--- config.mk ---
export PLATFORM = sky130hd
export DESIGN_NAME = sum_accumulator
export DESIGN_NICKNAME = d
export VERILOG_FILES = /design/src/rtl/sum_accumulator.sv
export SDC_FILE = /design/constraint.sdc
export NUM_CORES = 1
export LEC_CHECK = 0
export ABC_AREA = 1
export BUFFER_PORTS_ARGS = -buffer_cell sky130_fd_sc_hd__buf_2
export CAP_MARGIN = 10
export CORE_ASPECT_RATIO = 0.6
export CORE_UTILIZATION = 35
export DETAILED_ROUTE_END_ITERATION = 16
export GPL_TIMING_DRIVEN = 0
export PLACE_DENSITY = 0.59
export RECOVER_POWER = 100
export SLEW_MARGIN = 20
export SYNTH_ARGS = -nofsm -noshare
export SYNTH_HDL_FRONTEND = slang
export SYNTH_SLANG_ARGS = --single-unit
--- constraint.sdc ---
create_clock -name clk -period 2.2 [get_ports clk]
set_clock_uncertainty 0.05 [all_clocks]
set_input_delay 0.66 -clock clk [delete_from_list [all_inputs] [get_ports clk]]
set_output_delay 0.66 -clock clk [all_outputs]
set_load 0.01 [all_outputs]
--- src/rtl/sum_accumulator.sv ---
// sum_accumulator: collects BLOCK_LEN unsigned adder results over a valid/ready
// handshake, then presents the wider block total with a sticky overflow flag.
// Optional build macro SUM_ACC_SATURATE_EN: clamp the total to all-ones on
// carry-out instead of wrapping modulo 2^ACC_W.
module sum_accumulator #(
  parameter  int DATA_W    = 8,
  parameter  int ACC_W     = 16,
  parameter  int BLOCK_LEN = 4,
  localparam int CNT_W     = $clog2(BLOCK_LEN + 1)
) (
  input  logic              clk,
  input  logic              rst,
  input  logic [DATA_W-1:0] sum_in,
  input  logic              sum_valid,
  output logic              sum_ready,
  output logic [ACC_W-1:0]  acc_out,
  output logic              acc_valid,
  input  logic              acc_ready,
  output logic              acc_ovf,
  output logic [CNT_W-1:0]  sample_cnt
);

  typedef enum logic [1:0] {
    S_IDLE  = 2'd0,
    S_ACCUM = 2'd1,
    S_HOLD  = 2'd2
  } state_e;

  state_e            state_q, state_d;
  logic [ACC_W-1:0]  acc_q, acc_d;
  logic              ovf_q, ovf_d;
  logic [CNT_W-1:0]  cnt_q, cnt_d;
  logic [ACC_W:0]    sum_wide;

  // One extra bit captures the carry out of the accumulator.
  assign sum_wide = {1'b0, acc_q} + {{(ACC_W + 1 - DATA_W){1'b0}}, sum_in};

  // State register and datapath flops; reset discards any partial/pending block.
  always_ff @(posedge clk) begin
    if (rst) begin
      state_q <= S_IDLE;
      acc_q   <= '0;
      ovf_q   <= 1'b0;
      cnt_q   <= '0;
    end else begin
      state_q <= state_d;
      acc_q   <= acc_d;
      ovf_q   <= ovf_d;
      cnt_q   <= cnt_d;
    end
  end

  // Next-state and accumulate logic; outputs decode from registered state only.
  always_comb begin
    state_d = state_q;
    acc_d   = acc_q;
    ovf_d   = ovf_q;
    cnt_d   = cnt_q;
    case (state_q)
      S_IDLE: state_d = S_ACCUM;
      S_ACCUM: begin
        if (sum_valid) begin
          cnt_d = cnt_q + CNT_W'(1);
          ovf_d = ovf_q | sum_wide[ACC_W];
`ifdef SUM_ACC_SATURATE_EN
          // Once clamped, the total stays pinned for the rest of the block.
          acc_d = (sum_wide[ACC_W] || ovf_q) ? {ACC_W{1'b1}} : sum_wide[ACC_W-1:0];
`else
          acc_d = sum_wide[ACC_W-1:0];
`endif
          if (cnt_q == CNT_W'(BLOCK_LEN - 1)) state_d = S_HOLD;
        end
      end
      S_HOLD: begin
        if (acc_ready) begin
          acc_d   = '0;
          ovf_d   = 1'b0;
          cnt_d   = '0;
          state_d = S_ACCUM;
        end
      end
      default: state_d = S_IDLE;
    endcase
  end

  assign sum_ready  = (state_q == S_ACCUM);
  assign acc_valid  = (state_q == S_HOLD);
  assign acc_out    = acc_q;
  assign acc_ovf    = ovf_q;
  assign sample_cnt = cnt_q;

endmodule

# After elaboration in Yosys (flattened, before gate mapping)
# Index checks and enable logic that the tools add are counted.
# W data, S select, Z words.
[word_totals]
word_cells = 30
out_inout_bits = 22
in_bits = 12
ff_bits = 22
[classes]
addsub = 2
muxes = 13
bitwise = 1
reduce_logical = 4
eq_ne = 6
[ops]
columns = ["operator", "n"]
rows = [
  ["$mux W16", 2],
  ["$pmux W16 S2", 1],
  ["$add A16 B8 Y17", 1],
  ["$mux W2", 3],
  ["$mux W3", 2],
  ["$pmux W2 S3", 1],
  ["$pmux W3 S2", 1],
  ["$reduce_and A3 Y1", 2],
  ["$ne A2 B1 Y1 const B", 2],
  ["$add A3 B1 Y3 const B", 1],
  ["$eq A3 B2 Y1 const B", 1],
  ["$eq A2 B1 Y1 const B", 1],
  ["$eq A2 B2 Y1 const B", 1],
  ["$logic_not A2 Y1", 1],
  ["$mux W1", 2],
  ["$ne A2 B2 Y1 const B", 1],
  ["$pmux W1 S2", 1],
  ["$reduce_bool A2 Y1", 1],
  ["$or A1 B1 Y1", 1],
]

# Longest topological paths before layout
# Gate-level depths: netlist of the first run.
[depth]
depth_word = 4
ltp_mapped = 12
ltp_nobuf = 12

# Worst setup path after synthesis of the first run
# No wires, ideal clock.
[synth_timing]
path_type = "input port to flip-flop"
from = "in sum_in[0]"
to = "reg acc_q[12] (netlist: acc_out[12])"
setup_ns = 0.113
path_stages = 11
path_buffers = 0
required_time_ns = 2.037
setup_slack_ns = 0.184
t_arrival_ns = 1.854
cell_sequence = "ha_1 inv_1 fa_1 inv_1 nand3_1 inv_1 nor2_1 o21ai_2 nand2_2 nor2_1 nor2_1"
[synth_via]
elab_chain_cells = 3
[synth_lines]
columns = ["item", "line_no", "text"]
rows = [
  ["start: declaration", "13", "input logic [DATA_W-1:0] sum_in,"],
  ["$add A16 B8 Y17", "36", "assign sum_wide = {1'b0, acc_q} + {{(ACC_W + 1 - DATA_W){1'b0}}, sum_in};"],
  ["$mux W16", "62", "if (sum_valid) begin"],
  ["$pmux W16 S2", "59", "case (state_q)"],
  ["end signal: assignment", "42", "acc_q <= '0;"],
  ["end signal: assignment", "47", "acc_q <= acc_d;"],
  ["end: declaration", "30", "logic [ACC_W-1:0] acc_q, acc_d;"],
]
# No other way between the ends. The select of a mux whose other input is x is not followed.
# A chain may end at the register's enable or synchronous reset.

# Worst setup path in the final report of the first run
[layout_timing]
from = "in sum_in[0]"
to = "reg ovf_q (netlist: acc_ovf)"
[layout_via]
elab_chain_cells = 4
[layout_lines]
columns = ["item", "line_no", "text"]
rows = [
  ["$add A16 B8 Y17", "36", ""],
  ["$or A1 B1 Y1", "64", "ovf_d = ovf_q | sum_wide[ACC_W];"],
  ["$mux W1", "62", ""],
  ["$pmux W1 S2", "59", ""],
  ["end signal: assignment", "48", "ovf_q <= ovf_d;"],
  ["end: declaration", "31", "logic ovf_q, ovf_d;"],
]
# No other way between the ends. The select of a mux whose other input is x is not followed.

==> run summary, run 1 <==
TritonCTS clock tree: yes
Achievable Freq: 496.9 MHz
Pwr dens: 609.3 mW/mm2
Status: finished clean
Synth Net Count: 249
Detailed placement HPWL: 2.868 mm
Height of the die: 52.59 um
Final hold violation count: 0
Die area: 0.004539 mm2
Netlist cell types: 27
Synth area leaders: dfxtp_1 (30%), nand2_1 (17%), nand3_1 (8.7%), ha_1 (8.4%), inv_1 (7.5%)
H-tree depth: 1
Hold Path Class: reg2reg
Clk_lat worst skew: 270 ps
Most used cell, CP: inv_1
Core area: 0.003871 mm2
Max-slew headroom: 0.6581
Die X-Extent: 86.31 um
Postcts setup bufs: 0
Ys Warns: 0
CTS clk-pin slew, worst paths: 90 ps
CTS max path bufs: 2
PortBufs: 33
Initial Utilization: 0.3856
Final design utilization: 0.4476
Synth Cell Area: 0.001493 mm2
Wire length per cell: 11.33 um
Slowest stage delay, CP: 390 ps
Fin. max-slew vios: 0
Commonest cells in the netlist: nand2_1 (68), inv_1 (30), nand3_1 (26), a21oi_1 (22), dfxtp_1 (22)
Slew of the pin with the lowest slew margin: 512.8 ps
Final Setup Violations: 0
RePlAce Congestion: 0.9012
Vias in the first global route: 1326
Post-Synthesis Cells: 226
Number of synthesized flops with an enable pin: 0
Fin crit share: 0.9147
CP max FO: 4
Share of the synthesized area in the top cell type: 0.2951
Via count: 1478
Max_cap viols: 0
Top-Level Pins: 34
Diodes inserted: 0
CTS Hold Bufs: 0
Initial antenna violation count: 0
Maximum vdd drop: 0.2497 mV
Crit-path cells: buf_2, ha_1, inv_1, fa_1, inv_1, nand3_1, inv_1, nor2_1, o21ai_2, nand3_1, a21oi_1
CP max stage cell: fa_1
Resize count post-CTS: 0
GRT overflow: 0
Pin count of the biggest net entering global routing: 14
Top cell type by total area after synthesis: dfxtp_1
First-pass GRT wire length: 6.037 mm
Asr flop ratio synth: 0
# DRC: 0
Most common cell in the synthesized netlist: nand2_1
Seq cells post-synth: 22
Total CTS buffers: 3
Seq/Total Area, Yosys: 0.2951
Synth Flop Type: dfxtp_1
Final wirelength: 3.624 mm
Fillers: 425
Vias per cell: 4.619
RSZ-0062 raised after global routing: no
Crit path required time: 2360 ps
Initial DRC Count: 102
Total Neg Setup Slack: 0 ps
Root Buffer: clkbuf_8
Layout cells sized above 1: 0.08745
CTS sink cnt: 22
Placement Rows: 17
Period minus WS final: 2012 ps
Final ANT Viol Nets: 0
Drt pass-1 iters: 4
Worst endpoint data arrival time: 2170 ps
CP Class: in2reg
Critical Path Source Type: input port
Worst Setup End Kind: register
Syn_area_per_cell: 6.605 um2
Area grow syn2layout: 16.09%
Layout Nets: 287
Leakage: 0.7916 nW
GRT Util Overall: 0.1761
power by group:
part	total, W	switching (W)	internal [W]
logic	0.000225	0.000148	0.0000771
registers	0.000433	0.0000158	0.000417
clock network	0.000398	0.000155	0.000244
total	0.00106	0.000318	0.000738
layout by cell type, fill, tap and decap left out, types with 2 or more instances in the layout:
cell,instances
a21oi_1,22
buf_2,11
clkbuf_1,24
clkbuf_8,3
dfxtp_1,22
ha_1,10
inv_1,30
nand2_1,70
nand3_1,26
nand3b_1,3
nor2_1,21
nor3_1,2
o21ai_0,2
or2_2,2
xor2_1,3
logic make-up after synthesis:
group / count (synthesis) / share of synthesized area
AO/OA/AOI/OAI: 27 / 0.09640
XOR/XNOR: 3 / 0.01761
adder cells (fa/ha/maj): 11 / 0.09723
buffers and inverters: 34 / 0.08801
flip-flops: 22 / 0.2951
AND/OR/NAND/NOR: 129 / 0.4057
stage by stage:
step           hold slack [ps]   power, W  cell area [um2]  setup slack, ps  cells
6_report                 408.4   0.001056             1733            187.6    320
5_1_grt                  438.4   0.001118             1733            61.73    320
4_1_cts                  410.3   0.001084             1800            174.5    320
3_5_place_dp             397.3  0.0006836             1729           -117.8    316
3_3_place_gp             390.7  0.0006819             1729           -98.13    316
2_1_floorplan            424.0  0.0006129             1493            183.7    226
sequential cells by signal, summed over array words and instances (netlist names):
register	cells
sample_cnt	3
acc_out	16
state_q	2
acc_ovf	1
final timing paths:
kind	startpoint	endpoint	slack [ps]	depth (start not counted)
max	sum_in[0]	acc_ovf	190	11
min	acc_ovf	acc_ovf	410	2
max reg2reg	state_q[0]	acc_out[2]	260	8
min reg2reg	acc_ovf	acc_ovf	410	2
critical path: cells and delay by family:
family          cells  cell delay [ps]
compound gates      2              350
buf+inv             4              310
fa+ha+maj           2              580
simple gates        3              260
layout make-up:
type / instances / area (um2) / area share
clock buffers: 3 / 41.29 / 0.02383
plain buffers: 2 / 7.507 / 0.004332
well taps: 57 / 71.32 / 0.04116
flip-flops and latches: 22 / 440.4 / 0.2542
inverters: 32 / 122.6 / 0.07076
repair buffers: 33 / 137.6 / 0.07942
multi-input cells: 170 / 882.1 / 0.5090
clock inverters: 1 / 30.03 / 0.01733
per-layer routing:
layer / wire length (um) / vias to the layer above / global-route usage
met3: 141 / 4 / 0.04724
met4: 15 / 0 / 0.04167
li1: - / 794 / -
met2: 1384 / 21 / 0.2606
met5: 0 / - / 0
met1: 2083 / 659 / 0.2521
Power figures use the tool's default switching activity.
==> inputs of run 2 (changes only) <==
--- a/config.mk
+++ b/config.mk
@@ -5,14 +5,12 @@
 export SDC_FILE = /design/constraint.sdc
 export NUM_CORES = 1
 export LEC_CHECK = 0
-export ABC_AREA = 1
 export BUFFER_PORTS_ARGS = -buffer_cell sky130_fd_sc_hd__buf_2
 export CAP_MARGIN = 10
 export CORE_ASPECT_RATIO = 0.6
 export CORE_UTILIZATION = 35
 export DETAILED_ROUTE_END_ITERATION = 16
-export GPL_TIMING_DRIVEN = 0
-export PLACE_DENSITY = 0.59
+export PLACE_DENSITY = 0.6
 export RECOVER_POWER = 100
 export SLEW_MARGIN = 20
 export SYNTH_ARGS = -nofsm -noshare
==> run 2 against run 1 <==
Sequential power decreased by 2%. Critical endpoint is now acc_out[14]. Highest routed layer unchanged. Final cell count down 23%. Synthesized cell count decreased by 32%. Clock power shrank 5.3%. Count of clock-buffer cells in the layout stayed put. First-iteration DRC count shrank 34%. Area after synthesis decreased by 14%. Die area shrank 13%. Design area is 2.6% lower. Routed wire length fell by 6.8%. Maximum frequency decreased by 4.8%.
==> run summary, run 2 <==
Design area: 0.001688 mm2 (-2.6%)
Critical Path Source Type: input port
Flop2flop setup slack: 170 ps (-90 ps)
CP max FO: 5 (+1)
Maximum vdd drop: 0.2293 mV (-8.2%)
Max reg flops: 16 (unchanged)
Drt pass-1 iters: 5 (+1)
Die X-Extent: 80.34 um (-6.9%)
Pwr dens: 591.4 mW/mm2 (-2.9%)
Final wirelength: 3.378 mm (-6.8%)
Diodes inserted: 0 (unchanged)
CTS Hold Bufs: 0 (unchanged)
Max_cap viols: 0 (unchanged)
Period minus WS final: 2115 ps (+102.3 ps)
Pin count of the biggest net entering global routing: 16 (+2)
RSZ-0062 raised after global routing: no
Crit-path cells: buf_2, ha_4, inv_2, fa_2, nor2b_2, o31ai_1, a21oi_1, buf_4, nor3b_4, xnor2_1, nor2_1
Initial antenna violation count: 0 (unchanged)
Footprint of the multi-input gates: 849.6 um2 (-3.7%)
Final Setup Violations: 0 (unchanged)
P_sw: 0.0002529 W (-21%)
Wire length per cell: 13.62 um (+20%)
Clk pwr share: 0.378 (about the same)
Fillers: 340 (-20%)
CP Class: in2reg
Detailed placement HPWL: 2.665 mm (-7.1%)
Layout cells sized above 1: 0.1970 (+0.1096)
Worst Setup End Kind: register
Status: finished clean
Fin crit share: 0.9612 (+0.04652)
Achievable Freq: 472.9 MHz (-4.8%)
Placement Rows: 16 (-1)
Post-Synthesis Cells: 154 (-32%)
Vias in the first global route: 1225 (-7.6%)
Crit path from: sum_in[0]
Placed insts: 243 (-23%)
Reg-to-reg startpoint: acc_out[0]
Via count: 1280 (-13%)
Area grow syn2layout: 30.97%
GRT Util Overall: 0.1793 (+0.003150)
Final hold violation count: 0 (unchanged)
Vias per cell: 5.161 (+12%)
GRT overflow: 0 (unchanged)
Initial Utilization: 0.3809 (-0.004668)
Initial DRC Count: 67 (-34%)
Worst Reg-to-Reg Cells: 10 (+2)
Crit. path cell count: 11 (unchanged)
Seq cells post-synth: 22 (unchanged)
Worst hold path depth: 2 (unchanged)
Leakage: 0.6891 nW (-13%)
Layout Nets: 227 (-21%)
Worst Setup EP: acc_out[14]
Most common cell in the synthesized netlist: nor2_1
Max-slew headroom: 0.7433 (+0.08520)
PortBufs: 33 (unchanged)
Final ANT Viol Nets: 0 (unchanged)
Switching Share: 0.2534 (-0.04813)
Number of synthesized flops with an enable pin: 0 (unchanged)
Worst path bufs/invs: 3 (-1)
DP Worst Slack: -295.9 ps (-178.1 ps)
Commonest non-fill, non-tap cells in the layout: nor2_1 (30), clkbuf_1 (26), dfxtp_1 (22)
Die area: 0.003936 mm2 (-13%)
CTS clk-pin slew, worst paths: 80 ps (about the same)
Ys Warns: 0 (unchanged)
RePlAce Congestion: 0.8732 (-3.1%)
R2r endpoint: acc_out[14]
Hold Path Class: reg2reg
Fin cells: 248 (-23%)
H-tree depth: 1 (unchanged)
Comb pwr share: 0.197 (-0.016)
Fin. max-slew vios: 0 (unchanged)
Synth area leaders: dfxtp_1 (34%), ha_1 (9.7%), nor2_1 (8.7%), xnor2_1 (6.8%), a21oi_1 (4.7%)
Share of the synthesized area in the top cell type: 0.3417 (+0.04669)
Core area: 0.003383 mm2 (-13%)
Synth Net Count: 177 (-29%)
Seq/Total Area, Yosys: 0.3417 (+0.04669)
Commonest cells in the netlist: nor2_1 (30), dfxtp_1 (22), a21oi_1 (12)
Final Worst Setup Slack: 85.29 ps (-102.3 ps)
Synth Cell Area: 0.001289 mm2 (-14%)
First-pass GRT wire length: 5.444 mm (-9.8%)
Total Neg Setup Slack: 0 ps (unchanged)
Top-Level Pins: 34 (unchanged)
CTS sink cnt: 22 (unchanged)
CTS max path bufs: 2 (unchanged)
Synth Flop Type: dfxtp_1
Slowest stage delay, CP: 360 ps (-30 ps)
FF/Latch Area: 440.4 um2 (unchanged)
Slew of the pin with the lowest slew margin: 385.0 ps (-127.8 ps)
Pint: 0.0007453 W (+1.1%)
CP max stage cell: fa_2
Top cell type by total area after synthesis: dfxtp_1
Asr flop ratio synth: 0 (unchanged)
Syn_area_per_cell: 8.368 um2 (+27%)
Worst endpoint data arrival time: 2220 ps (+50 ps)
# DRC: 0 (unchanged)
Height of the die: 49 um (-6.8%)
Clk_lat worst skew: 260 ps (about the same)
Netlist cell types: 40 (+48%)
Top Family by Delay on Critical Path: adder cells
Seq pwr share: 0.425 (+0.015)
Area post-placement: 0.001623 mm2 (-6.2%)
Root Buffer: clkbuf_8
TritonCTS clock tree: yes
Crit path required time: 2310 ps (-50 ps)
Commonest non-fill, non-tap cell in the layout: nor2_1
Total CTS buffers: 3 (unchanged)
run 2: cell types whose count changed in the layout (fill, tap and decap cells not counted), sizes merged, moves of 4 or more:
cell	delta
a211oi	+4
a21oi	-10
a31oi	+5
buf	+11
inv	-25
nand2	-62
nand3	-25
nor2	+9
xnor2	+10
run 2: repair_timing:
| item | in CTS | in global routing |
|---|---|---|
| resized for setup | 0 | 5 |
| buffers inserted | 0 | 1 |
| setup endpoints to repair | 0 | 5 |
run 2: kinds of logic after synthesis:
logic type	Yosys count	synth area share
buf+inv	10	0.03495
xor+xnor	12	0.08155
fa+ha+maj	11	0.1126
flops	22	0.3417
simple gates	61	0.2291
compound gates	38	0.2000
run 2: routing by layer:
metal  GRT usage  routed length [um]
met1      0.2623                1671
met2      0.2650                1409
met3     0.04486                 269
met4     0.03571                  27
met5           0                   0
run 2: worst reg2reg max path: cells and delay by family, from the launching register on:
| family | cells | cell delay (ps) |
|---|---|---|
| buffers and inverters | 2 | 200 |
| AO/OA/AOI/OAI | 2 | 240 |
| flip-flops | 1 | 400 |
| AND/OR/NAND/NOR | 3 | 400 |
| XOR/XNOR | 1 | 130 |
| adder cells (fa/ha/maj) | 2 | 510 |
run 2: how the worst min path moves through the flow:
stage	start	to	slack [ps]
floorplan	acc_out[5]	acc_out[5]	440
global placement	acc_ovf	acc_ovf	400
detailed placement	acc_ovf	acc_ovf	410
CTS	acc_ovf	acc_ovf	430
global route	acc_out[7]	acc_out[7]	470
finish	acc_ovf	acc_ovf	430
run 2: through the flow:
step,utilization,hold WS (ps),total power [W]
final,0.4989,429.0,0.0009982
after global routing,0.4989,468.5,0.001045
after CTS,0.5007,427.7,0.001005
after detailed placement,0.4797,407.5,0.0006247
after global placement,0.4797,397.1,0.0006176
after floorplan,-,435.4,0.0005467
run 2: area by class of cell:
type | instances | share of cell area
multi-input combinational | 122 | 0.5033
sequential | 22 | 0.2609
timing repair buffer | 49 | 0.1468
tap | 45 | 0.03336
clock buffer | 3 | 0.02446
clock inverter | 1 | 0.01779
inverter | 6 | 0.01334
run 2: power groups by stage:
stage	Clock (W)	Combinational, W	Sequential [W]
6_report	0.000377	0.000197	0.000424
5_1_grt	0.000400	0.000219	0.000426
4_1_cts	0.000389	0.000192	0.000424
3_5_place_dp	0	0.000192	0.000433
3_3_place_gp	0	0.000186	0.000431
2_1_floorplan	0	0.000110	0.000436
